## src/rtl/instr_feeder.sv

```systemverilog
// instr_feeder: buffers an 8-bit program and replays it as load-strobed instructions.
// Define FEEDER_LOOP_EN to repeat the program until aborted instead of a single pass.
module instr_feeder #(
  parameter int DEPTH = 16,
  parameter int AW    = 4,
  parameter int GAP   = 4
) (
  input  logic        clk,
  input  logic        rst,
  input  logic        wr_en,
  input  logic [7:0]  wr_data,
  input  logic        start,
  input  logic        abort,
  output logic [7:0]  instr,
  output logic        load,
  output logic        state,
  output logic        busy,
  output logic        done,
  output logic [AW:0] count,
  output logic        overflow
);
  localparam int GW = (GAP > 1) ? $clog2(GAP) : 1;
  localparam logic [AW:0]   FULL     = (AW + 1)'(DEPTH);
  localparam logic [GW-1:0] GAP_LAST = GW'(GAP - 1);

  typedef enum logic [1:0] {IDLE, ISSUE, WAIT, FIN} fsm_t;

  fsm_t          fsm_reg, fsm_next;
  logic [7:0]    mem [DEPTH];
  logic [AW-1:0] wptr_reg, rptr_reg;
  logic [AW:0]   count_reg, count_upd;
  logic [GW-1:0] gap_reg;
  logic [7:0]    instr_reg;
  logic          overflow_reg, load_reg, run_reg, done_reg;
  logic          load_next, run_next, done_next;
  logic          idle, wr_ok, wr_drop, clear, last, gap_zero;

  assign idle      = (fsm_reg == IDLE);
  assign wr_ok     = idle && wr_en && (count_reg < FULL);
  assign wr_drop   = idle && wr_en && (count_reg == FULL);
  assign clear     = idle && start && abort;
  // A write in the start cycle lands first, so start sees the updated count.
  assign count_upd = count_reg + (AW + 1)'(wr_ok);
  assign last      = ({1'b0, rptr_reg} == (count_reg - (AW + 1)'(1)));
  assign gap_zero  = (gap_reg == '0);

  always_ff @(posedge clk or negedge rst) begin
    if (!rst) fsm_reg <= IDLE;
    else      fsm_reg <= fsm_next;
  end

  always_comb begin
    fsm_next = fsm_reg;
    case (fsm_reg)
      IDLE:  if (start && !abort) fsm_next = (count_upd != '0) ? ISSUE : FIN;
      ISSUE: fsm_next = abort ? FIN : WAIT;
      WAIT: begin
        if (abort) fsm_next = FIN;
        else if (gap_zero) begin
`ifdef FEEDER_LOOP_EN
          fsm_next = ISSUE;
`else
          fsm_next = last ? FIN : ISSUE;
`endif
        end
      end
      FIN:     fsm_next = IDLE;
      default: fsm_next = IDLE;
    endcase
  end

  always_comb begin
    load_next = (fsm_reg == ISSUE);
    run_next  = (fsm_reg == ISSUE) || (fsm_reg == WAIT);
    done_next = (fsm_reg == FIN);
  end

  always_ff @(posedge clk or negedge rst) begin
    if (!rst) begin
      count_reg    <= '0;
      wptr_reg     <= '0;
      rptr_reg     <= '0;
      gap_reg      <= '0;
      overflow_reg <= 1'b0;
      instr_reg    <= 8'h00;
      load_reg     <= 1'b0;
      run_reg      <= 1'b0;
      done_reg     <= 1'b0;
    end else begin
      if (clear) begin
        count_reg    <= '0;
        wptr_reg     <= '0;
        overflow_reg <= 1'b0;
      end else begin
        if (wr_ok) begin
          count_reg <= count_upd;
          wptr_reg  <= wptr_reg + AW'(1);
        end
        if (wr_drop) overflow_reg <= 1'b1;
      end

      if (idle && fsm_next == ISSUE)
        rptr_reg <= '0;
      else if (fsm_reg == WAIT && fsm_next == ISSUE)
        rptr_reg <= last ? '0 : rptr_reg + AW'(1);

      if (fsm_reg == ISSUE)
        gap_reg <= GAP_LAST;
      else if (fsm_reg == WAIT && !gap_zero)
        gap_reg <= gap_reg - GW'(1);

      // Registered read: the instruction appears together with its load strobe.
      if (fsm_reg == ISSUE) instr_reg <= mem[rptr_reg];
      load_reg <= load_next;
      run_reg  <= run_next;
      done_reg <= done_next;
    end
  end

  always_ff @(posedge clk) begin
    if (wr_ok) mem[wptr_reg] <= wr_data;
  end

  assign instr    = instr_reg;
  assign load     = load_reg;
  assign state    = run_reg;
  assign busy     = run_reg;
  assign done     = done_reg;
  assign count    = count_reg;
  assign overflow = overflow_reg;
endmodule

```

## config.mk

```make
export PLATFORM = sky130hd
export DESIGN_NAME = instr_feeder
export DESIGN_NICKNAME = d
export VERILOG_FILES = /design/src/rtl/instr_feeder.sv
export SDC_FILE = /design/constraint.sdc
export NUM_CORES = 1
export LEC_CHECK = 0
export CAP_MARGIN = 20
export CORE_MARGIN = 5
export CORE_UTILIZATION = 56
export CTS_BUF_LIST = sky130_fd_sc_hd__clkbuf_2 sky130_fd_sc_hd__clkbuf_4 sky130_fd_sc_hd__clkbuf_8
export CTS_CLUSTER_DIAMETER = 30
export CTS_CLUSTER_SIZE = 14
export DETAILED_ROUTE_END_ITERATION = 12
export GPL_TIMING_DRIVEN = 1
export HOLD_SLACK_MARGIN = 0.06
export PLACE_DENSITY = 0.75
export SYNTH_ARGS = -nofsm -noshare
export SYNTH_HDL_FRONTEND = slang
export SYNTH_SLANG_ARGS = --single-unit
```

## constraint.sdc

```tcl
create_clock -name clk -period 2.9 [get_ports clk]
set_clock_uncertainty 0.1 [all_clocks]
set_input_delay 0.725 -clock clk [delete_from_list [all_inputs] [get_ports clk]]
set_output_delay 0.725 -clock clk [all_outputs]
set_load 0.02 [all_outputs]
```

==> flow_metrics.py, run 1 <==
metrics = {
    "place": {
        "gp_congestion": 0.815,
        "dp_hpwl_um": 8080,
        "pre_cts_ws_ps": -264,
        "numPortBuffers": 30,
        "place_area_um2": 7260,
    },
    "synth": {
        "syn_nets": 379,
        "synth_area_um2": 6660,
        "yosys.area.top_type": "edfxtp_1",
        "synthTopCellsByArea": "edfxtp_1, dfrtp_1, mux4_2, mux4_1, ha_1",
        "synth-seq-cells": 157,
        "synth_top_area_frac": 0.577,
        "syn_area_per_cell_um2": 18.9,
        "synth-main-ff-cell": "edfxtp_1",
        "synthArstFlopShare": 0.185,
        "synth_edf_count": 128,
        "yosysSeqAreaShare": 0.686,
        "syn_inst": 352,
        "yosys-top-cells-count": "edfxtp_1, dfrtp_1, mux4_2",
        "synth.most_common_cell": "edfxtp_1",
        "ys_warn_count": 0,
        "synth.distinct_cells": 52,
    },
    "timing": {
        "period_share": 0.963,
        "hold_violations": 0,
        "finalSetupViolations": 0,
        "slew_headroom": 0.553,
        "rsz0062_at_grt": "false",
        "fin_setup_tns_ps": 0,
        "slew_violations": 0,
        "finalCriticalPeriod_ps": 2790,
        "setup_ws_ps": 109,
        "worst_pin_slew_ps": 671,
        "fin_hold_ws_ps": 406,
        "max_freq_ghz": 0.358,
    },
    "cts": {
        "clock_path_buffers": 2,
        "holdBufCountCts": 0,
        "cts-root-buf": "clkbuf_8",
        "htreeDepth": 4,
        "clk_pin_slew_worst_paths_ps": 80,
        "cts_buffers": 17,
        "cts_tree": "done",
        "cts_sinks": 157,
        "clkLatencyLatePin_ps": 440,
    },
    "global_route": {
        "grt_overflow_total": 0,
        "grt_pass1_wl_um": 19300,
        "antenna_found_initial": 0,
        "grt_max_degree": 38,
        "grt_pass1_vias": 3441,
        "grt_usage": 0.184,
    },
    "floorplanning": {
        "die_x_um": 119,
        "dieArea_um2": 14200,
        "fp.dieH_um": 119,
        "initial_utilization": 0.579,
        "core_area_um2": 11500,
        "placementRows": 39,
        "io_pins": 31,
    },
    "finish": {
        "num_antenna_cells": 0,
        "fillerInstances": 763,
        "nNetsFinal": 436,
        "syn_to_final_growth_pct": 16.1,
        "drive_gt1_frac": 0.230,
        "fin_area_um2": 7730,
        "largest_reg_flops": 128,
    },
    "drt": {
        "drt_first_pass_iters": 5,
        "via_count": 3343,
        "ant_nets": 0,
        "via_per_inst": 5.92,
        "wire_per_inst_um": 21.6,
        "wirelength_um": 12200,
        "drtIter0Drc": 241,
        "drc": 0,
    },
    "pwr": {
        "power.leakage_nw": 2.73,
        "totalPowerFinal_w": 0.00664,
        "power-per-cell-area_nw_per_um2": 858,
        "ir_worst_vdd_v": 0.000466,
    },
    "critical_path": {
        "crit_chain": "clkdlybuf4s50_1, nand2_1, nor2_2, ha_2, ha_2, nor4b_1, a31oi_1, a211o_1, a221o_1",
        "cp-startpoint": "wr_en",
        "critPathMaxStageDelay_ps": 480,
        "cp_slowest_cell": "clkdlybuf4s50_1",
        "cp_top_family": "compound AO/OA/AOI/OAI gates",
        "crit_path_start_kind": "primary input",
        "worstPathArrival_ps": 3010,
        "cp-end-kind": "register",
        "cp.required_ps": 3120,
        "crit_fanout": 6,
        "crit_buf_inv": 1,
        "crit_type": "primary input to register",
        "r2r_start": "fsm_reg[1]$_DFF_PN0_",
        "path_common_cell": "ha_2",
    },
    "outcome": {
        "status": "complete, no violations",
    },
    "flow_run": {
        "cap_violations": 0,
    },
    "worst_hold_path": {
        "hold_path_class": "register to register",
        "min_from": "gap_reg[1]$_DFFE_PN0P_",
    },
}
==> area by class of cell <==
| cell class | instances | area [µm²] | area share |
|---|---|---|---|
| sequential | 157 | 4570 | 0.591 |
| multi-input combinational | 170 | 1930 | 0.249 |
| timing repair buffer | 53 | 548 | 0.0709 |
| clock buffer | 21 | 270 | 0.0349 |
| clock inverter | 11 | 203 | 0.0262 |
| tap | 143 | 179 | 0.0231 |
| inverter | 10 | 37.5 | 0.00485 |
==> logic make-up after synthesis <==
group	count (synthesis)	synth area share
buffers and inverters	25	0.0261
and+or+nand+nor	67	0.0552
xor gates and xnor gates	11	0.0145
AOI/OAI and AO/OA	30	0.0321
muxes	48	0.160
DFF	157	0.686
adders and majority gates	14	0.0263
==> layout by cell type, fill, tap and decap left out, types with 2 or more instances in the layout <==
cell type and n:
a211o_1 3, a21oi_1 2, a22o_1 3, a31oi_1 2, and2_1 17, and3_1 3, buf_12 6, buf_4 17
bufinv_16 5, clkbuf_4 3, clkbuf_8 18, clkdlybuf4s50_1 30, clkinvlp_4 2, dfrtp_1 28, edfxtp_1 128, ha_1 12
ha_2 2, inv_1 8, inv_2 2, inv_6 3, mux2_2 2, mux2_4 6, mux4_1 14, mux4_2 26
nand2_1 12, nand2b_1 3, nand3_1 5, nor2_1 11, nor2b_1 2, nor3_1 3, nor4b_1 2, o21ai_0 7
o2bb2ai_1 3, xnor2_1 4, xor2_1 7
==> routing by layer <==
metal	vias up	global-route usage	part of all wire
met5	-	0	0
met4	0	0.0652	0.012
met3	13	0.0498	0.058
met2	88	0.282	0.47
met1	1721	0.258	0.46
li1	1521	-	-
==> metrics by stage <==
stage | std cells | utilization
3_3_place_gp | 533 | 0.630
6_report | 565 | 0.672
5_1_grt | 565 | 0.672
4_1_cts | 565 | 0.671
2_1_floorplan | 352 | -
3_5_place_dp | 533 | 0.630
==> worst paths after layout <==
path	endpoint	slack, ps	cells past startpoint
worst max-delay path	rptr_reg[2]$_DFFE_PN0P_	110	9
worst min-delay path	gap_reg[1]$_DFFE_PN0P_	410	1
worst max register to register	rptr_reg[2]$_DFFE_PN0P_	170	10
worst min register to register	gap_reg[1]$_DFFE_PN0P_	410	1
max in group asynchronous	rptr_reg[0]$_DFFE_PN0P_	1830	2
min in group asynchronous	instr[3]$_DFFE_PN0P_	570	2
==> report_power, final <==
group | total [W] | switching (W) | internal, W
combinational | 0.00198 | 0.000966 | 0.00101
clock | 0.00188 | 0.000787 | 0.00109
sequential | 0.00278 | 0.000137 | 0.00265
==> repair_timing <==
| item | 4_1_cts | 5_1_grt |
|---|---|---|
| setup buffers | 0 | 0 |
| setup endpoints to repair | 0 | 1 |
| resized for setup | 0 | 3 |
No activity file was read; power rests on OpenSTA's default activity.
==> inputs of run 2 (changes only) <==
--- a/config.mk
+++ b/config.mk
@@ -10,11 +10,11 @@
 export CORE_UTILIZATION = 56
 export CTS_BUF_LIST = sky130_fd_sc_hd__clkbuf_2 sky130_fd_sc_hd__clkbuf_4 sky130_fd_sc_hd__clkbuf_8
 export CTS_CLUSTER_DIAMETER = 30
-export CTS_CLUSTER_SIZE = 14
 export DETAILED_ROUTE_END_ITERATION = 12
 export GPL_TIMING_DRIVEN = 1
 export HOLD_SLACK_MARGIN = 0.06
 export PLACE_DENSITY = 0.75
+export SLEW_MARGIN = 40
 export SYNTH_ARGS = -nofsm -noshare
 export SYNTH_HDL_FRONTEND = slang
 export SYNTH_SLANG_ARGS = --single-unit
==> results of run 2 <==
Same layout as run 1: the final DEF is identical, and so are final timing and power.
